===== config.mk =====
export PLATFORM = sky130hd
export DESIGN_NAME = deskew_ctrl
export DESIGN_NICKNAME = d
export VERILOG_FILES = /design/src/rtl/deskew_ctrl_pkg.sv /design/src/rtl/deskew_ctrl.sv
export SDC_FILE = /design/constraint.sdc
export NUM_CORES = 1
export LEC_CHECK = 0
export BUFFER_PORTS_ARGS = -buffer_cell sky130_fd_sc_hd__buf_2
export CORE_UTILIZATION = 35
export CTS_CLUSTER_DIAMETER = 120
export DETAILED_ROUTE_END_ITERATION = 6
export PLACE_DENSITY = 0.75
export SLEW_MARGIN = 20
export SYNTH_ARGS = -nofsm -noshare
export SYNTH_HDL_FRONTEND = slang
export SYNTH_SLANG_ARGS = --single-unit

===== constraint.sdc =====
create_clock -name clk -period 1.8 [get_ports clk]
set_clock_uncertainty 0.2 [all_clocks]
set_input_delay 0.09 -clock clk [delete_from_list [all_inputs] [get_ports clk]]
set_output_delay 0.09 -clock clk [all_outputs]
set_load 0.1 [all_outputs]

===== src/rtl/deskew_ctrl_pkg.sv =====
`default_nettype none
// ============================================================================
// Module      : deskew_ctrl_pkg
// Description : Shared definitions for the deskew control block: register
//               indices, CTRL/STATUS bit positions, the ID constant and the
//               job-sequencer state encoding.
// Revision    : 1.0 - initial release
// ============================================================================
package deskew_ctrl_pkg;

   // Register indices
   localparam int unsigned c_reg_ctrl     = 0;
   localparam int unsigned c_reg_status   = 1;
   localparam int unsigned c_reg_img_dim  = 2;
   localparam int unsigned c_reg_in_addr  = 3;
   localparam int unsigned c_reg_out_addr = 4;
   localparam int unsigned c_reg_id       = 5;

   // CTRL bit positions
   localparam int unsigned c_ctrl_start_bit  = 0;
   localparam int unsigned c_ctrl_irq_en_bit = 1;

   // STATUS bit positions
   localparam int unsigned c_stat_busy_bit    = 0;
   localparam int unsigned c_stat_done_bit    = 1;
   localparam int unsigned c_stat_cfg_err_bit = 2;

   // Read-only identification value
   localparam logic [31:0] c_id_value = 32'hDE5C_0001;

   // Job-sequencer state encoding
   localparam logic [2:0] c_st_idle       = 3'd0;
   localparam logic [2:0] c_st_check      = 3'd1;
   localparam logic [2:0] c_st_wait_check = 3'd2;
   localparam logic [2:0] c_st_launch     = 3'd3;
   localparam logic [2:0] c_st_wait_core  = 3'd4;

   typedef enum logic [2:0] {
      ST_IDLE       = c_st_idle,
      ST_CHECK      = c_st_check,
      ST_WAIT_CHECK = c_st_wait_check,
      ST_LAUNCH     = c_st_launch,
      ST_WAIT_CORE  = c_st_wait_core
   } state_e;

endpackage : deskew_ctrl_pkg
`default_nettype wire


===== src/rtl/deskew_ctrl.sv =====
`default_nettype none
// ============================================================================
// Module      : deskew_ctrl
// Description : Host register file and job sequencer for the deskew IP.
//               Holds image dimension and start-address registers (driven
//               straight to cfg_check and the core), runs each job as
//               check -> verdict -> launch (or error), and reports status
//               and a level interrupt back to the host.
// Ports       : clk, rst_n (async, active-low)
//               reg_wr_en/reg_rd_en/reg_addr/reg_wdata : host register bus
//               reg_rdata/reg_rvalid                   : registered read return
//               img_dim, in_img_start_addr, out_img_start_addr : job config
//               cfg_check_en / cfg_ok / cfg_check_done : config check handshake
//               core_start / core_done                 : core handshake
//               irq                                    : IRQ_EN & DONE
// Revision    : 1.0 - initial release
// ============================================================================
module deskew_ctrl
   import deskew_ctrl_pkg::*;
#(
   parameter int IMG_DIM_WIDTH  = 9,
   parameter int ADDR_WIDTH     = 17,
   parameter int REG_ADDR_WIDTH = 3,
   parameter int DATA_WIDTH     = 32
) (
   input  logic                      clk,
   input  logic                      rst_n,
   input  logic                      reg_wr_en,
   input  logic                      reg_rd_en,
   input  logic [REG_ADDR_WIDTH-1:0] reg_addr,
   input  logic [DATA_WIDTH-1:0]     reg_wdata,
   output logic [DATA_WIDTH-1:0]     reg_rdata,
   output logic                      reg_rvalid,
   output logic [IMG_DIM_WIDTH-1:0]  img_dim,
   output logic [ADDR_WIDTH-1:0]     in_img_start_addr,
   output logic [ADDR_WIDTH-1:0]     out_img_start_addr,
   output logic                      cfg_check_en,
   input  logic                      cfg_ok,
   input  logic                      cfg_check_done,
   output logic                      core_start,
   input  logic                      core_done,
   output logic                      irq
);

   state_e                     r_state;
   state_e                     w_state_nxt;
   logic                       r_irq_en;
   logic                       r_done;
   logic                       r_cfg_err;
   logic [IMG_DIM_WIDTH-1:0]   r_img_dim;
   logic [ADDR_WIDTH-1:0]      r_in_addr;
   logic [ADDR_WIDTH-1:0]      r_out_addr;
   logic [DATA_WIDTH-1:0]      r_rdata;
   logic                       r_rvalid;

   logic                       w_busy;
   logic                       w_wr_ctrl;
   logic                       w_wr_status;
   logic                       w_wr_img_dim;
   logic                       w_wr_in_addr;
   logic                       w_wr_out_addr;
   logic                       w_start_req;
   logic                       w_job_accept;
   logic                       w_check_en;
   logic                       w_core_start;
   logic                       w_set_done;
   logic                       w_set_err;
   logic                       w_clr_done;
   logic                       w_clr_err;
   logic [DATA_WIDTH-1:0]      w_rd_mux;
   logic                       w_unused_wdata;

   // ------------------------------------------------------------------
   // Register write decode
   // ------------------------------------------------------------------
   assign w_busy        = (r_state != ST_IDLE);
   assign w_wr_ctrl     = reg_wr_en && (reg_addr == REG_ADDR_WIDTH'(c_reg_ctrl));
   assign w_wr_status   = reg_wr_en && (reg_addr == REG_ADDR_WIDTH'(c_reg_status));
   assign w_wr_img_dim  = reg_wr_en && (reg_addr == REG_ADDR_WIDTH'(c_reg_img_dim));
   assign w_wr_in_addr  = reg_wr_en && (reg_addr == REG_ADDR_WIDTH'(c_reg_in_addr));
   assign w_wr_out_addr = reg_wr_en && (reg_addr == REG_ADDR_WIDTH'(c_reg_out_addr));
   assign w_start_req   = w_wr_ctrl && reg_wdata[c_ctrl_start_bit];

   // A job start and a host W1C both clear the sticky flags; a hardware set
   // on the same edge takes priority over either.
   assign w_clr_done = w_job_accept || (w_wr_status && reg_wdata[c_stat_done_bit]);
   assign w_clr_err  = w_job_accept || (w_wr_status && reg_wdata[c_stat_cfg_err_bit]);

   // Only a few write-data bits are architecturally used.
   assign w_unused_wdata = ^reg_wdata;

   // ------------------------------------------------------------------
   // Job sequencer: state register
   // ------------------------------------------------------------------
   always_ff @(posedge clk or negedge rst_n) begin
      if (!rst_n) begin
         r_state <= ST_IDLE;
      end else begin
         r_state <= w_state_nxt;
      end
   end

   // ------------------------------------------------------------------
   // Job sequencer: next state and pulse outputs
   // ------------------------------------------------------------------
   always_comb begin
      w_state_nxt  = r_state;
      w_job_accept = 1'b0;
      w_check_en   = 1'b0;
      w_core_start = 1'b0;
      w_set_done   = 1'b0;
      w_set_err    = 1'b0;
      case (r_state)
         ST_IDLE: begin
            if (w_start_req) begin
               w_job_accept = 1'b1;
               w_state_nxt  = ST_CHECK;
            end
         end
         ST_CHECK: begin
            w_check_en  = 1'b1;
            w_state_nxt = ST_WAIT_CHECK;
         end
         ST_WAIT_CHECK: begin
            if (cfg_check_done) begin
               if (cfg_ok) begin
                  w_state_nxt = ST_LAUNCH;
               end else begin
                  w_set_done  = 1'b1;
                  w_set_err   = 1'b1;
                  w_state_nxt = ST_IDLE;
               end
            end
         end
         ST_LAUNCH: begin
            w_core_start = 1'b1;
            w_state_nxt  = ST_WAIT_CORE;
         end
         ST_WAIT_CORE: begin
            if (core_done) begin
               w_set_done  = 1'b1;
               w_state_nxt = ST_IDLE;
            end
         end
         default: begin
            w_state_nxt = ST_IDLE;
         end
      endcase
   end

   // ------------------------------------------------------------------
   // Read mux (samples pre-write values)
   // ------------------------------------------------------------------
   always_comb begin
      w_rd_mux = '0;
      case (reg_addr)
         REG_ADDR_WIDTH'(c_reg_ctrl): begin
            w_rd_mux[c_ctrl_irq_en_bit] = r_irq_en;
         end
         REG_ADDR_WIDTH'(c_reg_status): begin
            w_rd_mux[c_stat_busy_bit]    = w_busy;
            w_rd_mux[c_stat_done_bit]    = r_done;
            w_rd_mux[c_stat_cfg_err_bit] = r_cfg_err;
         end
         REG_ADDR_WIDTH'(c_reg_img_dim):  w_rd_mux = DATA_WIDTH'(r_img_dim);
         REG_ADDR_WIDTH'(c_reg_in_addr):  w_rd_mux = DATA_WIDTH'(r_in_addr);
         REG_ADDR_WIDTH'(c_reg_out_addr): w_rd_mux = DATA_WIDTH'(r_out_addr);
         REG_ADDR_WIDTH'(c_reg_id):       w_rd_mux = DATA_WIDTH'(c_id_value);
         default:                         w_rd_mux = '0;
      endcase
   end

   // ------------------------------------------------------------------
   // Register file
   // ------------------------------------------------------------------
   always_ff @(posedge clk or negedge rst_n) begin
      if (!rst_n) begin
         r_irq_en   <= 1'b0;
         r_done     <= 1'b0;
         r_cfg_err  <= 1'b0;
         r_img_dim  <= '0;
         r_in_addr  <= '0;
         r_out_addr <= '0;
         r_rdata    <= '0;
         r_rvalid   <= 1'b0;
      end else begin
         if (w_wr_ctrl) begin
            r_irq_en <= reg_wdata[c_ctrl_irq_en_bit];
         end

         // Job configuration is frozen while a job is in flight.
         if (!w_busy) begin
            if (w_wr_img_dim) begin
               r_img_dim <= reg_wdata[IMG_DIM_WIDTH-1:0];
            end
            if (w_wr_in_addr) begin
               r_in_addr <= reg_wdata[ADDR_WIDTH-1:0];
            end
            if (w_wr_out_addr) begin
               r_out_addr <= reg_wdata[ADDR_WIDTH-1:0];
            end
         end

         if (w_set_done) begin
            r_done <= 1'b1;
         end else if (w_clr_done) begin
            r_done <= 1'b0;
         end

         if (w_set_err) begin
            r_cfg_err <= 1'b1;
         end else if (w_clr_err) begin
            r_cfg_err <= 1'b0;
         end

         r_rvalid <= reg_rd_en;
         if (reg_rd_en) begin
            r_rdata <= w_rd_mux;
         end
      end
   end

   // ------------------------------------------------------------------
   // Outputs
   // ------------------------------------------------------------------
   assign reg_rdata          = r_rdata;
   assign reg_rvalid         = r_rvalid;
   assign img_dim            = r_img_dim;
   assign in_img_start_addr  = r_in_addr;
   assign out_img_start_addr = r_out_addr;
   assign cfg_check_en       = w_check_en;
   assign core_start         = w_core_start;
   assign irq                = r_irq_en & r_done;

endmodule : deskew_ctrl
`default_nettype wire


Word-level counts from Yosys, hierarchy flattened
Cells that the tools add are included.
{ "op_classes": {"n_eq_ne": 12, "bitwise_logic": 2, "n_reduce_logical": 19, "mux": 22} }
{ "op_table": {"columns": ["operator", "n"], "rows": [
  ["$pmux 29 s4", 1],
  ["$pmux 3 s5", 1],
  ["$eq 3x2->1 const B", 4],
  ["$mux 1", 12],
  ["$pmux 1 s5", 2],
  ["$eq 3x3->1 const B", 3],
  ["$mux 3", 3],
  ["$logic_and 1x1->1", 8],
  ["$eq 3x1->1 const B", 2],
  ["$logic_not 3->1", 2],
  ["$ne 2x2->1 const B", 3],
  ["$reduce_and 2->1", 3],
  ["$pmux 1 s4", 1],
  ["$reduce_bool 2->1", 2],
  ["$reduce_and 3->1", 1],
  ["$reduce_bool 3->1", 1],
  ["$logic_or 1x1->1", 2],
  ["$mux 2", 1],
  ["$pmux 1 s2", 1],
  ["$and 1x1->1", 1],
  ["$not 1->1", 1]
]} }
{ "totals": {"out_inout_bits": 79, "register_bits": 82, "input_bits": 42, "word_cells": 64} }

Logic depth before layout (Yosys ltp)
Gate-level depths: netlist (run 1).
{ "logic_depth": {"ltp_word": 8, "depth_mapped": 7, "ltp_nobuf": 4} }

Worst setup path before layout (run 1)
No wires, ideal clock.
{ "synth_timing": {"path_type": "register to output", "start": "reg r_state[0]", "end": "out cfg_check_en", "path_slack_ns": -1.308, "t_arrival_ns": 2.818, "n_path_buf": 1, "required_ns": 1.510, "path_stages_with_launch": 3, "cell_sequence": "dfrtp_1 clkbuf_1 nor3b_1"} }
{ "synth_between": {"elab_chain_len": 2} }
{ "synth_lines": {"columns": ["item", "line_no", "text"], "rows": [
  ["start, declared", "deskew_ctrl.sv:45", "state_e r_state;"],
  ["start signal, assigned", "deskew_ctrl.sv:99", "r_state <= w_state_nxt;"],
  ["$eq 3x1->1", "deskew_ctrl.sv:113", "case (r_state)"],
  ["$mux 1", "deskew_ctrl.sv:113", null],
  ["end, declared", "deskew_ctrl.sv:37", "output logic cfg_check_en,"]
]} }
Every way passes these cells.

Worst setup path after layout (run 1)
{ "layout_timing": {"start": "reg r_state[0]", "end": "reg r_img_dim[8] (netlist: img_dim[8])"} }
{ "layout_between": {"elab_chain_len": 3} }
{ "layout_lines": {"columns": ["item", "line_no", "text"], "rows": [
  ["$reduce_bool 3->1", "deskew_ctrl.sv:76", "assign w_busy = (r_state != ST_IDLE);"],
  ["$not 1->1 (no line)", null, null],
  ["$reduce_and 2->1 (no line)", null, null],
  ["end signal, assigned", "deskew_ctrl.sv:194", "r_img_dim <= reg_wdata[IMG_DIM_WIDTH-1:0];"],
  ["end, declared", "deskew_ctrl.sv:50", "logic [IMG_DIM_WIDTH-1:0] r_img_dim;"]
]} }
Every way passes these cells.
A chain may end at the register's enable or synchronous reset.

==> impl.org, run 1 <==
** Outcome
- The run finished with clean final reports.

** Finish
- The finished layout holds about 490 standard cells, fillers aside.
- The final layout contains around 420 nets.
- The top cell types in the final layout, fill and taps aside, are 98 x sky130_fd_sc_hd__buf_2, 67 x sky130_fd_sc_hd__dfrtp_1, 35 x sky130_fd_sc_hd__mux2_2.
- Leaving out fill and tap cells, the most frequent cell in the layout is sky130_fd_sc_hd__buf_2.
- After filler insertion, the fill cell instance count of the layout stands at 807.
- The post-route netlist has roughly half of its cells at a drive strength greater than 1.
- Compared with the post-synthesis result, the final layout area differs by 38.8%.
- Cell area after layout :: 4370 um2
- N_diodes :: 0

** STA
- Setup TNS :: 0 ps
- Max Clock Freq :: 572 MHz
- Fin crit period :: around 1700 ps
- The final-report max-slew violation count is 0.
- Worst hold slack :: approximately 46 ps
- Hold violation total from the final report :: 0
- Slew headroom :: 49.1%
- Setup repair after global routing left no endpoint under its margin.
- Portion of the clock cycle consumed by the worst path in the final layout :: between 90% and 100%
- Final setup violating endpoints :: 0
- Slew at the pin closest to its max-slew limit :: ~760 ps

** GRT
- Pin count of the biggest net entering global routing :: 26
- Vias in the first global route :: roughly 2600
- Across every metal layer, demand over resource in global routing totals 18.1%.
- The first global-routing pass estimated 13.3 mm of wire.
- The initial antenna violation count came to 0.
- Gr ovfl total :: 0

** Synth
- Largest area contributor in the synthesized netlist :: sky130_fd_sc_hd__dfrtp_1
- Top area cells in the synthesized netlist :: sky130_fd_sc_hd__dfrtp_1 54%, sky130_fd_sc_hd__mux2_2 13%, sky130_fd_sc_hd__mux2_4 4.8%, sky130_fd_sc_hd__buf_4 3.8%, sky130_fd_sc_hd__a22oi_1 3.3%
- Yosys mapped a number of flops with a built-in enable equal to 0.
- Async set-or-reset flop fraction in the synthesized netlist :: 100%
- Primary flip-flop cell chosen by synthesis mapping :: sky130_fd_sc_hd__dfrtp_1
- Counting flops and latches in the post-synthesis netlist gives 68.
- The synthesized netlist occupies a cell area of 3150 um2.
- Seq/Total Area, Yosys :: 54.0%
- After technology mapping, the gate count stands at 245.
- Yosys warnings :: 0
- Area share of the largest cell type after synthesis :: 54.0%
- After synthesis, the mean cell area works out to 12.9 um2.
- Distinct cells, synth :: 42

** Clock tree
- Worst skew pair latency :: ~340 ps
- Total clock buffers created by CTS :: 9
- Clock buffer depth :: 2
- Clock-pin slew was measured on the worst setup and hold paths at 80 ps.
- The H-tree was split into 3 levels.
- Cell at the root of the clock tree :: sky130_fd_sc_hd__clkbuf_8
- TritonCTS built the clock tree.
- Number of clock sinks :: 68

** Floorplan
- The die covers roughly 9400 um2.
- The region available for standard cell placement spans around 8700 um2.
- Pin placement for this block handled 121 I/O pins.
- The initial utilization of the core area, before any placement, comes to a little over a third.
- FP Rows :: 34
- From bottom edge to top edge, the die measures 96.9 um.
- Die Span X :: 96.9 um

** Placed design
- Detail Placement HPWL :: 5.49 mm
- Placer Congestion :: slightly below 0.8
- Input and output buffers added on the ports amount to 100.
- In this run, placement finished with an instance count of 443.
- Summing all placed instances gives a cell area of 3800 um2.

** Critical path
- Critical path peak fanout :: 8
- Kind of start point of the critical path :: register
- The worst setup path is of the register to register kind.
- The signal on the critical path passes through nor3_4, buf_12, nand4_2, buf_12, mux2_2.
- Critical Path End Type :: register
- Worst path arrival time :: ~1800 ps
- CP startpoint :: r_state[0]
- Crit-path max cell delay :: 420 ps
- The worst register-to-register path begins at r_state[0].
- On the critical path, the stage with the largest delay is an instance of sky130_fd_sc_hd__dfrtp_1.
- The cell that appears most often on the critical path is sky130_fd_sc_hd__buf_12.
- Data on the critical path is required at its endpoint by between 1500 and 2000 ps.

** Worst hold path
- Beginning of the worst hold path :: reg_wr_en
- In this run the worst hold path is classified as input pin to register.

** Routing
- Starting DRT DRC Count :: 56
- The pre-antenna-repair detailed-routing pass consisted of 4 iterations.
- The routed layout has about 2500 vias.
- In the routed layout, each cell is associated on average with a via count of 5.07.
- Mean routed wirelength per cell :: approximately 17 um
- Detailed-route wire length :: 8.18 mm
- After detailed routing, the number of remaining DRC violations is 0.
- Number of antenna-violating nets in the routed design :: 0

** Job
- Across the run, the number of max-cap violations was 0.
-- final timing paths --
kind	end	slack, ps	depth (start not counted)
max	img_dim[8]	50	5
min	img_dim[1]	50	3
max reg2reg	img_dim[8]	50	5
min reg2reg	reg_rdata[7]	310	1
max in group asynchronous	reg_rdata[10]	800	3
min in group asynchronous	in_img_start_addr[5]	70	2
-- critical path: cells and delay by family, from the launching register on --
kind	cells	cell delay [ps]
buffers and inverters	2	340
DFF	1	420
and+or+nand+nor	2	390
muxes	1	270
-- Yosys cell counts (3+ instances only) --
master / number
sky130_fd_sc_hd__a21oi_1: 13
sky130_fd_sc_hd__a22oi_1: 14
sky130_fd_sc_hd__buf_4: 16
sky130_fd_sc_hd__clkbuf_1: 8
sky130_fd_sc_hd__dfrtp_1: 68
sky130_fd_sc_hd__inv_1: 3
sky130_fd_sc_hd__mux2_1: 8
sky130_fd_sc_hd__mux2_2: 35
sky130_fd_sc_hd__mux2_4: 10
sky130_fd_sc_hd__nand2_1: 5
sky130_fd_sc_hd__nand3b_1: 3
sky130_fd_sc_hd__nor2_1: 15
sky130_fd_sc_hd__nor3_1: 3
sky130_fd_sc_hd__o2bb2ai_1: 6
-- layer usage --
metal	share of wire (%)	vias to the layer above	track usage, %
met5	0	-	0
met4	1.8	0	8.04
met3	4.6	12	4.26
met2	51	91	31.0
met1	43	1250	21.6
li1	-	1140	-
-- stage by stage --
stage,setup WS [ps],util [%]
CTS,16.6,49.8
floorplan,2.72,-
detailed placement,-79.9,43.5
global placement,-22.0,43.5
global route,1.34,50.2
finish,52.7,50.2
-- area by class of cell --
cell class	count	area (um2)	area share, %
Inverter	3	11.3	0.257
Tap cell	108	135	3.09
Clock buffer	10	138	3.15
Clock inverter	6	87.6	2.00
Sequential cell	68	1700	38.9
Multi-Input combinational cell	149	1290	29.5
Timing Repair Buffer	148	1010	23.1
-- registers in the layout, summed over array words and instances, names as in the netlist --
register	cells
in_img_start_addr	17
reg_rvalid	1
img_dim	9
reg_rdata	18
r_state	3
r_cfg_err	1
out_img_start_addr	17
r_irq_en	1
r_done	1
-- kinds of logic after synthesis --
| kind of cell | after synthesis | share of synthesized area (%) |
|---|---|---|
| compound gates | 46 | 10.2 |
| buf+inv | 32 | 6.27 |
| mux | 53 | 20.1 |
| flops | 68 | 54.0 |
| other cells | 1 | 0.119 |
| simple gates | 45 | 9.29 |
-- what timing repair did --
item,CTS,global route
hold buffers,27,0
buffers inserted,3,3
gates resized for setup,2,3
pin swaps,2,3
endpoints found under the setup margin,24,17
endpoints found under the hold margin,118,0
Power of run 1 is not shown: default switching activity piles up to over one toggle a cycle in this logic, so the estimate is an artifact.
==> run 2, diff against run 1 <==
--- a/config.mk
+++ b/config.mk
@@ -8,7 +8,9 @@
 export BUFFER_PORTS_ARGS = -buffer_cell sky130_fd_sc_hd__buf_2
 export CORE_UTILIZATION = 35
 export CTS_CLUSTER_DIAMETER = 120
+export CTS_CLUSTER_SIZE = 28
 export DETAILED_ROUTE_END_ITERATION = 6
+export GPL_TIMING_DRIVEN = 0
 export PLACE_DENSITY = 0.75
 export SLEW_MARGIN = 20
 export SYNTH_ARGS = -nofsm -noshare
==> run 2 against run 1 <==
Count of clock-buffer cells in the layout did not move. First-iteration DRC count rose by 79%. Via count rose by 1.1%. Cell count rose by 2.6%. Maximum frequency fell by 1.9%. Core utilization rose by 0.90 points. Worst hold slack got worse by 23 ps. Global-route usage barely moved. Highest routed layer unchanged. Register-to-register slack got worse by 30 ps. Sequential cell count did not move.
==> impl.org, run 2 (synthesis gave the netlist of run 1 again) <==
** Worst hold path
- The worst hold path belongs to the class input pin to register.
- Along the worst hold path, the cell count comes to 4.

** Finish
- Cells with a size suffix above 1 make up around 53% of the layout.
- 0 antenna diodes ended up in the layout.
- Layout fillers :: 777
- After routing the design area is 4450 um2.
- The area growth from synthesis to layout is 41.3%.
- Number of nets in the finished design :: 434
- Leaving out fill and tap cells, the most frequent cell in the layout is sky130_fd_sc_hd__buf_2.
- Max reg flops :: 18
- Commonest non-fill, non-tap cells in the layout :: 89 x sky130_fd_sc_hd__buf_2, 64 x sky130_fd_sc_hd__dfrtp_1, 35 x sky130_fd_sc_hd__mux2_2

** STA
- Max Transition Viols Final :: 0
- Portion of the clock cycle consumed by the worst path in the final layout :: a little over nine tenths
- The final count of hold timing violations came to 0.
- Setup violations remaining at the end of the flow were counted as 0.
- Worst hold slack :: 23.2 ps
- After layout, the worst setup slack is 19.7 ps.
- Fin crit period :: 1780 ps
- Max Clock Freq :: 562 MHz
- Setup repair after global routing could not meet its margin everywhere.
- In this run the tightest slew margin relative to its limit is between 50% and 60%.
- At the pin with the least slew margin, the transition time is 676 ps.

** Placed design
- Worst slack at placement :: -256 ps
- Detailed placement ended at an HPWL of 5.37 mm.
- Cell area reported after detailed placement :: slightly below 4000 um2
- Buffers added on ports :: 99
- Routability-driven placement finished with a final weighted congestion of 0.761.

** Clock tree
- At the later pin of the worst-skew pair, clock insertion delay measures between 300 and 400 ps.
- Total clock buffers created by CTS :: 9
- The clock drives 68 sinks.
- The longest clock path from root to sink contains 2 buffers.
- # H-tree levels :: 3
- Clock-pin slew was measured on the worst setup and hold paths at 80 ps.
- The root buffer cell chosen for the clock tree is sky130_fd_sc_hd__clkbuf_8.
- TritonCTS built the clock tree.

** Routing
- The first routing iteration left 100 violations.
- Wires add up to 8.40 mm.
- Number of design rule violations left after detail routing :: 0
- Mean routed wirelength per cell :: roughly 17 um
- The routed layout has between 2000 and 3000 vias.
- The first detailed-routing pass ran for 4 iterations.
- Number of antenna-violating nets in the routed design :: 0
- Dividing the detail-routed via count by the number of cells gives 4.99.

** Critical path
- Walking the worst path, the cells encountered are nor3_4, buf_6, nand3_4, buf_8, mux2_1.
- The critical path is of the register to register type.
- Slowest stage cell on the critical path :: sky130_fd_sc_hd__dfrtp_2
- Reg2reg path depth :: 5
- The worst setup path is captured at a register.
- Worst path arrival time :: ~1800 ps
- STA classifies the critical path startpoint as a register.
- In this design, the stage delay of the slowest critical-path cell is between 400 and 500 ps.
- Critical Path RT :: 1820 ps
- Critical path peak fanout :: 5

** Floorplan
- Number of top-level pins :: approximately 120
- Row generation in the floorplan step produced 34 rows.
- Overall die height :: 96.9 um
- The die covers between 9000 and 10000 um2.
- Total core area :: 8720 um2
- Die Span X :: 96.9 um
- Initial core utilization :: a little over a third

** GRT
- For this run, the total global-route usage over all layers was measured as a little under a fifth.
- Number of antenna violations at the first check in global routing :: 0
- Vias in the first global route :: 2498
- Entering global routing, the biggest net connects 49 pins.
- Global-route wire length before repair :: approximately 13 mm
- For this run the aggregate overflow at the end of global routing stands at 0.

** Job
- Max Cap Violations :: 0

** Outcome
- Run status :: completed
-- run 2: final cells by class --
class	count	area [um2]	share of cell area, %
inverters	3	11.3	0.253
flip-flops and latches	68	1710	38.3
clock buffers	10	138	3.09
well taps	108	135	3.03
plain buffers	27	195	4.38
repair buffers	133	888	19.9
multi-input cells	150	1330	29.9
clock inverters	6	46.3	1.04
-- run 2: final timing paths --
kind | startpoint | endpoint | slack (ps)
setup / recovery | r_state[1] | out_img_start_addr[10] | 20
hold / removal | reg_addr[0] | r_state[0] | 20
setup reg to reg | r_state[1] | out_img_start_addr[10] | 20
hold reg to reg | reg_rdata[8] | reg_rdata[8] | 310
max in group asynchronous | rst_n | in_img_start_addr[8] | 340
min in group asynchronous | rst_n | out_img_start_addr[5] | 510
-- run 2: worst max-delay path, delay by kind of cell (launching register included) --
family	cells	cell delay (ps)
mux	1	300
simple gates	2	360
buf+inv	2	350
flops	1	450
-- run 2: metrics by stage --
step	instances	util [%]	TNS [ps]
after global placement	456	43.9	-5500
after floorplan	249	-	0
after CTS	503	50.3	0
final	505	51.1	0
after detailed placement	457	44.2	-6190
after global routing	505	51.1	-487
-- run 2: repair_timing --
action	4_1_cts	5_1_grt
setup buffers	7	1
hold buffers	24	0
hold endpoints to repair	118	0
resized for setup	11	17
gates cloned	1	1
pin swaps	2	1
endpoints found under the setup margin	35	35
-- run 2: layer usage --
layer  global-route usage (%)  vias to the layer above  routed length, um
li1                         -                     1165                  -
met1                     23.5                     1244               3650
met2                     28.7                       99               4070
met3                     5.85                       12                570
met4                     6.43                        0                102
met5                        0                        -                  0
Power of run 2 is left out for the same reason.
==> run 3, diff against run 2 <==
--- a/config.mk
+++ b/config.mk
@@ -12,6 +12,7 @@
 export DETAILED_ROUTE_END_ITERATION = 6
 export GPL_TIMING_DRIVEN = 0
 export PLACE_DENSITY = 0.75
+export RECOVER_POWER = 100
 export SLEW_MARGIN = 20
 export SYNTH_ARGS = -nofsm -noshare
 export SYNTH_HDL_FRONTEND = slang
==> run 3 against run 2 <==
Register-to-register slack is essentially flat. Core utilization shrank 0.057 points. Cell area shrank 0.11%. Wire length decreased by 0.45%. Die area unchanged. Maximum frequency shrank 0.38%. Global-route usage did not move.
==> impl.org, run 3 (synthesis gave the netlist of run 1 again) <==
** STA
- Setup repair after global routing could not meet its margin everywhere.
- Portion of the clock cycle consumed by the worst path in the final layout :: 99.3%
- Hold violation total from the final report :: 0
- Crit path setup slack, layout :: 12.9 ps
- Max Transition Viols Final :: 0
- Derived from the worst setup path, the maximum achievable clock frequency is 560 MHz.
- Slew headroom :: between 50 and 60%
- Slew at the pin closest to its max-slew limit :: 678 ps
- Fin crit period :: roughly 1800 ps
- Setup violations remaining at the end of the flow were counted as 0.

** Clock tree
- Buffers inserted during clock tree synthesis total 9.
- # H-tree levels :: 3
- Clock tree synthesis found a total of 68 sinks.
- After clock tree synthesis, the clock-pin slew on the worst setup and hold paths is 80 ps.
- No sink is reached through more buffers than the 2 on the longest clock path.
- CTS tree :: built
- Worst skew pair latency :: 350 ps
- Cell at the root of the clock tree :: sky130_fd_sc_hd__clkbuf_8

** Routing
- Starting DRT DRC Count :: 81
- Total via count after detailed routing :: 2502
- After detailed routing, the average wire length per cell comes to 16.5 um.
- Number of antenna-violating nets in the routed design :: 0
- Average via count per standard cell :: 4.95
- Number of design rule violations left after detail routing :: 0
- Detailed-route wire length :: 8.36 mm
- First-pass DRT Iterations :: 4

** Floorplan
- Pin placement for this block handled between 100 and 150 I/O pins.
- DIE AREA :: roughly 9400 um2
- FP Rows :: 34
- Die Span X :: 96.9 um
- Total core area :: 8720 um2
- Initial core utilization :: 36.1%
- Overall die height :: around 97 um

** Placed design
- At the end of routability-driven placement, the weighted congestion stood at 0.761.
- Worst slack at placement :: -256 ps
- Buffers added on ports :: 99
- Cell area reported after detailed placement :: ~3900 um2
- Total instance count after detailed placement :: between 400 and 500
- Detail Placement HPWL :: 5.37 mm

** Critical path
- Reg2reg path depth :: 5
- The most critical setup path has its startpoint at r_state[1].
- Worst R2R Start :: r_state[1]
- Critical path peak fanout :: 5
- Critical Path RT :: 1820 ps
- By startpoint and endpoint, the worst setup path is classified as register to register.
- Worst path arrival time :: 1810 ps
- STA classifies the critical path startpoint as a register.
- The worst setup path is captured at a register.
- For flop-to-flop paths, the worst setup slack is 10 ps.

** Job
- Max Cap Violations :: 0

** Worst hold path
- Beginning of the worst hold path :: reg_addr[0]
- Worst min path class :: input pin to register
- Counting instances, the worst hold path has a depth of 4.

** Outcome
- The flow ran to the end, and the final reports show no timing, DRC or antenna violations.

** GRT
- Entering global routing, the biggest net connects 49 pins.
- Gr ovfl total :: 0
- The first global-routing pass estimated roughly 13 mm of wire.
- Global routing used 23.5% of the available met1 tracks.
- The number of global-route vias before repair was 2498.
- Most used routing layer in global routing :: met2
- For this run, global-route usage on met2 was measured as 28.7%.
- Global routing used 5.85% of the available met3 tracks.
- Total global routing track utilization :: 18.2%
- Number of antenna violations at the first check in global routing :: 0

** Finish
- In the final layout, the share of cells above drive strength 1 is 52.6%.
- Post-route non-filler standard cell count :: around 510
- The register with the most flip-flops in the layout has 18 of them.
- Layout fillers :: 780
- The number of antenna diodes in the final layout is 0.
- Commonest non-fill, non-tap cells in the layout :: 64 x sky130_fd_sc_hd__dfrtp_1, 64 x sky130_fd_sc_hd__clkbuf_2, 35 x sky130_fd_sc_hd__mux2_2
- The finished cells cover 4450 um2.
- The area growth from synthesis to layout is 41.2%.
- Number of nets in the finished design :: 434
- Utilization of the core after routing :: just over 50%
run 3: cell count changes in the layout (fill, tap and decap cells not counted), sizes merged:
cell    previous run  this run
clkbuf            25       101
buf              121        45
run 3: final timing paths:
path | end
worst max-delay path | out_img_start_addr[10]
worst min-delay path | r_state[0]
worst max register to register | out_img_start_addr[10]
worst min register to register | reg_rdata[8]
max in group asynchronous | in_img_start_addr[8]
min in group asynchronous | out_img_start_addr[5]
run 3: what timing repair did:
| item | CTS | global route |
|---|---|---|
| hold buffers | 24 | 0 |
| hold endpoints to repair | 118 | 0 |
| gates cloned | 1 | 1 |
| pin swaps | 2 | 1 |
| endpoints found under the setup margin | 35 | 35 |
| buffers inserted | 7 | 1 |
| resized for setup | 11 | 17 |
run 3: area by class of cell:
type / instances / area [um2] / share of cell area [%]
plain buffers: 27 / 195 / 4.39
clock buffers: 10 / 138 / 3.09
clock inverters: 6 / 46.3 / 1.04
inverters: 3 / 11.3 / 0.253
multi-input cells: 150 / 1330 / 30.0
flip-flops and latches: 68 / 1710 / 38.4
well taps: 108 / 135 / 3.04
repair buffers: 133 / 883 / 19.9
run 3: through the flow:
step / setup TNS (ps) / hold slack [ps]
detailed placement: -6190 / -193
global route: -486 / 34.6
CTS: 0 / 13.5
global placement: -5500 / 41.9
floorplan: 0 / -406
finish: 0 / 28.3
run 3: routing by layer:
metal,vias up,wire length [um]
met4,0,140
met5,-,0
met2,89,4020
met3,16,461
li1,1163,-
met1,1234,3730
run 3: worst max-delay path, stage by stage, from the launching register on:
cell	delay, ps
sky130_fd_sc_hd__dfrtp_2	450
sky130_fd_sc_hd__nor3_4	240
sky130_fd_sc_hd__buf_6	130
sky130_fd_sc_hd__nand3_4	120
sky130_fd_sc_hd__buf_8	220
sky130_fd_sc_hd__mux2_1	300
Power of run 3 is left out for the same reason.
